===== config.mk =====
export PLATFORM = sky130hd
export DESIGN_NAME = pipe_stage_reg
export DESIGN_NICKNAME = d
export VERILOG_FILES = /design/src/rtl/pipe_stage_reg.sv
export SDC_FILE = /design/constraint.sdc
export NUM_CORES = 1
export LEC_CHECK = 0
export ABC_AREA = 1
export BUFFER_PORTS_ARGS = -buffer_cell sky130_fd_sc_hd__buf_4
export CORE_ASPECT_RATIO = 1.75
export CORE_MARGIN = 1
export CORE_UTILIZATION = 49
export DETAILED_ROUTE_END_ITERATION = 7
export GPL_ROUTABILITY_DRIVEN = 1
export PLACE_DENSITY = 0.76
export SYNTH_ARGS = -nofsm -noshare
export SYNTH_HDL_FRONTEND = slang
export SYNTH_SLANG_ARGS = --single-unit

===== constraint.sdc =====
create_clock -name clk_PIPE -period 1.35 [get_ports clk_PIPE]
set_input_delay 0.27 -clock clk_PIPE [delete_from_list [all_inputs] [get_ports clk_PIPE]]
set_output_delay 0.27 -clock clk_PIPE [all_outputs]
set_load 0.02 [all_outputs]

===== src/rtl/pipe_stage_reg.sv =====
// Elastic pipeline stage register: a 2-entry skid buffer (main M, skid S) with a registered in_ready.
// Define PIPE_STAGE_PERF_EN to add the saturating stall and flush performance counters.
module pipe_stage_reg #(
    parameter int                DATA_W      = 96,
    parameter int                CTRL_W      = 16,
    parameter int                ADDR_W      = 5,
    parameter logic [CTRL_W-1:0] BUBBLE_CTRL = {CTRL_W{1'b0}}
) (
    input  logic              clk_PIPE,
    input  logic              rst_n_PIPE,
    input  logic              flush_PIPE,
    input  logic              in_valid_PIPE,
    output logic              in_ready_PIPE,
    input  logic [DATA_W-1:0] in_data_PIPE,
    input  logic [CTRL_W-1:0] in_ctrl_PIPE,
    input  logic [ADDR_W-1:0] in_rd_PIPE,
    output logic              out_valid_PIPE,
    input  logic              out_ready_PIPE,
    output logic [DATA_W-1:0] out_data_PIPE,
    output logic [CTRL_W-1:0] out_ctrl_PIPE,
    output logic [ADDR_W-1:0] out_rd_PIPE
`ifdef PIPE_STAGE_PERF_EN
    ,
    output logic [31:0]       perf_stall_PIPE,
    output logic [15:0]       perf_flush_PIPE
`endif
);

    typedef enum logic [1:0] {EMPTY, ONE, TWO} state_t;

    state_t              state_q, state_d;
    logic                ready_q;
    logic                in_xfer, out_xfer;
    logic                load_m_in, load_m_skid, load_s;
    logic [DATA_W-1:0]   m_data, s_data;
    logic [CTRL_W-1:0]   m_ctrl, s_ctrl;
    logic [ADDR_W-1:0]   m_rd, s_rd;

    // Ready comes from a flop; flush is the only combinational term, so no ready path crosses the stage.
    assign in_ready_PIPE  = ready_q & ~flush_PIPE;
    assign out_valid_PIPE = (state_q != EMPTY);
    assign in_xfer        = in_valid_PIPE & in_ready_PIPE;
    assign out_xfer       = out_valid_PIPE & out_ready_PIPE;

    assign out_data_PIPE  = m_data;
    assign out_ctrl_PIPE  = out_valid_PIPE ? m_ctrl : BUBBLE_CTRL;
    assign out_rd_PIPE    = out_valid_PIPE ? m_rd : {ADDR_W{1'b0}};

    always_ff @(posedge clk_PIPE or negedge rst_n_PIPE) begin
        if (!rst_n_PIPE) begin
            state_q <= EMPTY;
            ready_q <= 1'b0;
        end else begin
            state_q <= state_d;
            ready_q <= (state_d != TWO);
        end
    end

    always_comb begin
        state_d     = state_q;
        load_m_in   = 1'b0;
        load_m_skid = 1'b0;
        load_s      = 1'b0;
        case (state_q)
            EMPTY: begin
                if (in_xfer) begin
                    load_m_in = 1'b1;
                    state_d   = ONE;
                end
            end
            ONE: begin
                if (in_xfer && out_xfer) begin
                    load_m_in = 1'b1;
                end else if (in_xfer) begin
                    load_s  = 1'b1;
                    state_d = TWO;
                end else if (out_xfer) begin
                    state_d = EMPTY;
                end
            end
            TWO: begin
                if (out_xfer) begin
                    load_m_skid = 1'b1;
                    state_d     = ONE;
                end
            end
            default: state_d = EMPTY;
        endcase
        if (flush_PIPE) begin
            state_d     = EMPTY;
            load_m_in   = 1'b0;
            load_m_skid = 1'b0;
            load_s      = 1'b0;
        end
    end

    always_ff @(posedge clk_PIPE or negedge rst_n_PIPE) begin
        if (!rst_n_PIPE) begin
            m_data <= {DATA_W{1'b0}};
            m_ctrl <= BUBBLE_CTRL;
            m_rd   <= {ADDR_W{1'b0}};
            s_data <= {DATA_W{1'b0}};
            s_ctrl <= BUBBLE_CTRL;
            s_rd   <= {ADDR_W{1'b0}};
        end else begin
            if (load_m_in) begin
                m_data <= in_data_PIPE;
                m_ctrl <= in_ctrl_PIPE;
                m_rd   <= in_rd_PIPE;
            end else if (load_m_skid) begin
                m_data <= s_data;
                m_ctrl <= s_ctrl;
                m_rd   <= s_rd;
            end
            if (load_s) begin
                s_data <= in_data_PIPE;
                s_ctrl <= in_ctrl_PIPE;
                s_rd   <= in_rd_PIPE;
            end
        end
    end

`ifdef PIPE_STAGE_PERF_EN
    function automatic logic [31:0] sat_inc32(input logic [31:0] v);
        return (v == 32'hFFFF_FFFF) ? v : v + 32'd1;
    endfunction

    function automatic logic [15:0] sat_inc16(input logic [15:0] v);
        return (v == 16'hFFFF) ? v : v + 16'd1;
    endfunction

    // A flush only counts when it actually squashes something held in the stage.
    always_ff @(posedge clk_PIPE or negedge rst_n_PIPE) begin
        if (!rst_n_PIPE) begin
            perf_stall_PIPE <= 32'd0;
            perf_flush_PIPE <= 16'd0;
        end else begin
            if (out_valid_PIPE && !out_ready_PIPE)
                perf_stall_PIPE <= sat_inc32(perf_stall_PIPE);
            if (flush_PIPE && (state_q != EMPTY))
                perf_flush_PIPE <= sat_inc16(perf_flush_PIPE);
        end
    end
`endif

endmodule


==> impl_results.md, run 1 <==
- Status: stopped before the end
- Exit stage: global routing (5_1_grt)
- Run Error: [ERROR DPL-0038] Utilization greater than 100%, impossible to legalize
- Num rows: 70
- PortBufs: 240
- Number of synthesis warnings: 0
- Io pins: 241
- Die W: 113 um
- Pre-CTS setup slack: -204 ps
- Register area share after synthesis: 0.559
- Largest net degree at the start of global routing: 49
- Worst_ep grt: out_rd_PIPE[2]
- Synthesis-stage register bit count: 237
- Clock root cell: clkbuf_16
- Starting density of the core: 0.505
- Synth cell types: 17
- Clk sink count: 237
- Mapped Nets: 1452
- Area of the mapped netlist: 10600 sq um
- Mean Syn Cell Area: 7.98 sq um
- Cells after Synth: 1330
- DPL Wire Length: 19500 um
- Htree depth: 1
- Total CTS buffers: 22
- Die height: 197 um
- CTS max path bufs: 3
- Final Wtd Congestion: 0.812
- Worst endpoint pin kind: output port
## per-stage QoR
stage	cells	hold slack (ps)	area (sq um)	setup TNS [ps]
after floorplan	1330	-25.6	10600	0
after global placement	1783	175	13000	-14280
after detailed placement	1783	178	13000	-17300
after CTS	2062	0.806	18300	-77840
## cells in the mapped netlist
library cell    n  share of area
nand2_1       353           0.12
dfrtp_1       237           0.56
nand3_1       235           0.11
inv_1         143          0.051
nor2_1        142          0.050
a21oi_1       119          0.056
buf_2          37          0.017
clkbuf_1       31          0.011
buf_1          13         0.0046
buf_4           4         0.0028
inv_2           4         0.0014
nand2_2         4         0.0024
buf_6           3         0.0032
o21ai_0         2        0.00094
nand3_4         1         0.0017
nor2_4          1         0.0011
nor2_8          1         0.0019
## kinds of logic after synthesis
family,after synthesis,synth area share
AO/OA/AOI/OAI,121,0.0571
flip-flops,237,0.559
AND/OR/NAND/NOR,737,0.293
buffers and inverters,235,0.0910
## repair_timing
action                                 in CTS
buffers inserted                           77
setup endpoints to repair                 268
hold buffers                              102
gates cloned                               61
resized for setup                         289
pin swaps                                  36
endpoints found under the hold margin     286
==> run 2, diff against run 1 <==
--- a/config.mk
+++ b/config.mk
@@ -7,12 +7,11 @@
 export LEC_CHECK = 0
 export ABC_AREA = 1
 export BUFFER_PORTS_ARGS = -buffer_cell sky130_fd_sc_hd__buf_4
-export CORE_ASPECT_RATIO = 1.75
 export CORE_MARGIN = 1
-export CORE_UTILIZATION = 49
+export CORE_UTILIZATION = 40
 export DETAILED_ROUTE_END_ITERATION = 7
 export GPL_ROUTABILITY_DRIVEN = 1
-export PLACE_DENSITY = 0.76
+export PLACE_DENSITY_LB_ADDON = 0.15
 export SYNTH_ARGS = -nofsm -noshare
 export SYNTH_HDL_FRONTEND = slang
 export SYNTH_SLANG_ARGS = --single-unit
==> constraint.sdc (replaced) <==
create_clock -name clk_PIPE -period 1.8 [get_ports clk_PIPE]
set_input_delay 0.36 -clock clk_PIPE [delete_from_list [all_inputs] [get_ports clk_PIPE]]
set_output_delay 0.36 -clock clk_PIPE [all_outputs]
set_load 0.02 [all_outputs]
==> run 2 against run 1 <==
Against the previous run:
- the flow now finishes, with violations (setup timing)
- synthesized area is the same
- synthesized cell count did not move
==> impl_results.md, run 2 <==
- PortBufs: 240
- Worst Path Required: 1440 ps
- Pwr Density: 1150 nW/um^2
- Pre-antenna DRT Iters: 5
- First-pass GRT wire length: 47700 um
- WP data arrival: 1530 ps
- Initial antenna violation count: 0
- Detail Route Antenna Nets: 0
- CP bufs+invs: 3
- Via count: 9511
- CTS tree: built
- Failing checks: setup timing
- Most frequent CP cell: buf_6
- Tmin final: 1890 ps
- CTS max path bufs: 3
- Cells after Synth: 1330
- Worst slew margin: 0.544
- DPL Wire Length: 18400 um
- Io pins: 241
- Clock Skews: 10.4 ps
- Area of the mapped netlist: 10600 sq um
- Mean Syn Cell Area: 7.98 sq um
- Hold/Removal Path Class: in2reg
- Vias in the first global route: 8992
- Synthesis-stage register bit count: 237
- Worst-path fanout max: 5
- Area grow syn2layout: 32.9%
- Clock root cell: clkbuf_16
- Number of synthesis warnings: 0
- Fill cells: 2413
- Worst skew pair latency: 530 ps
- Crit Path Class: reg2out
- Placed insts: 1853
- CORE AREA: 26100 sq um
- Critical path, cell by cell: nor2_4 > buf_6 > buf_16 > nor2_2 > buf_6
- Placed cell area: 12900 sq um
- Total GRT Usage: 0.222
- Fin crit share: 1.05
- Drt total wl: 30000 um
- Largest net degree at the start of global routing: 62
- Num rows: 59
- Primary FF master, synth: dfrtp_1
- Register area share after synthesis: 0.559
- Overflow after GRT: 0
- Final Hold Viols: 0
- Post-route cell area: 14100 sq um
- CP top delay family: buffers and inverters
- Layout cell share with drive strength beyond 1: 0.229
- Maximum vdd drop: 0.000689 V
- RSZ-0062 raised after global routing: true
- Iteration-0 DRC Markers: 629
- Leak pwr: 7.60 nW
- Top-area cell type share of the netlist area: 0.559
- Htree depth: 1
- Synth cell types: 17
- CP endpoint kind: output port
- Area contributors post-synth: dfrtp_1 56%, nand2_1 12%, nand3_1 11%, a21oi_1 5.6%, inv_1 5.1%
- Layout Nets: 1678
- Final worst-path setup slack: -92.3 ps
- Status: complete, but fails checks
- Starting density of the core: 0.407
- Worst path max stage delay: 410 ps
- Max_cap viols: 0
- Die W: 165 um
- Mapped Nets: 1452
- Drt drc: 0
- # diodes: 0
- Count leader, synth: nand2_1
- Most frequent cells in the layout: 353 x nand2_1, 241 x buf_4, 236 x dfrtp_1
- Fin Setup TNS: -1850 ps
- Endpoints failing setup: 22
- Clock transition at path regs: 60 ps
- DR WL/cell: 15.7 um
- Most common cell after layout, fill and taps aside: nand2_1
- Die area: 27200 sq um
- Cell taking the most area after synthesis: dfrtp_1
- Final Wtd Congestion: 0.758
- Fin cells: 1910
- Asr flop ratio synth: 1.00
- Routed vias/inst: 4.98
- Die height: 165 um
- Critical path's slowest cell: dfrtp_1
- Worst Max-Slew Pin Slew: 684 ps
- Fin. max-slew vios: 0
- Total CTS buffers: 27
- Clk sink count: 237
- Number of synthesized flops with an enable pin: 0
- Pre-CTS setup slack: 163 ps
- Worst setup SP type: flip-flop
- Post-synth top cells: 353 x nand2_1, 237 x dfrtp_1, 235 x nand3_1, 143 x inv_1, 142 x nor2_1
- FMAX: 528 MHz
==> run 2: cell counts after synthesis <==
No cell type changed its count.
==> run 2: worst paths after layout <==
kind	from	endpoint	slack [ps]	depth (start not counted)
max in group asynchronous	rst_n_PIPE	s_data[76]	740	3
worst min register to register	s_data[6]	s_data[6]	470	2
worst min-delay path	in_data_PIPE[89]	out_data_PIPE[89]	50	3
worst max-delay path	state_q[0]	out_rd_PIPE[4]	-90	5
worst max register to register	state_q[0]	out_data_PIPE[32]	180	7
min in group asynchronous	rst_n_PIPE	s_data[85]	360	2
==> run 2: cell type report <==
type	count	area, sq um	area share
clock buffer	42	812	0.0576
sequential	237	5930	0.421
inverter	147	557	0.0395
multi-input combinational	858	3850	0.273
clock inverter	6	33.8	0.00240
tap	335	419	0.0297
timing repair buffer	285	2500	0.177
==> run 2: timing repair <==
action | CTS | global route
resized for setup | 53 | 9
buffers inserted | 6 | 0
gates cloned | 3 | 0
endpoints found under the setup margin | 21 | 24
hold buffers | 1 | 0
endpoints found under the hold margin | 42 | 0
pin swaps | 1 | 0
==> run 2: metal layers <==
layer / vias up / track usage / share of wire
met5: - / 0 / 0
met4: 0 / 0.0471 / 0.019
met3: 36 / 0.0392 / 0.063
met2: 279 / 0.367 / 0.48
met1: 4573 / 0.305 / 0.44
li1: 4623 / - / -
==> run 2: metrics by stage <==
step	utilization	power, W	hold WS [ps]
detailed placement	0.496	0.0109	329
global placement	0.496	0.0108	330
finish	0.541	0.0162	47.7
global route	0.541	0.0171	45.3
floorplan	-	0.00923	64.4
CTS	0.540	0.0163	33.6
==> run 2: report_power, final <==
group | internal [W] | switching [W]
clock | 0.00308 | 0.00213
sequential | 0.00655 | 0.000699
combinational | 0.00160 | 0.00213
total | 0.0112 | 0.00496
==> run 2: worst reg2reg max path, cell delays in order (launching register included) <==
cell,delay (ps)
dfrtp_1,410
buf_4,160
nand2_2,110
nand2_2,110
nor2_8,180
buf_4,370
a21oi_1,160
nand2_1,80
==> run 2: cells by family after synthesis <==
family                 synth area share
flip-flops                        0.559
AO/OA/AOI/OAI                    0.0571
buffers and inverters            0.0910
AND/OR/NAND/NOR                   0.293
No activity file was read; power rests on OpenSTA's default activity.
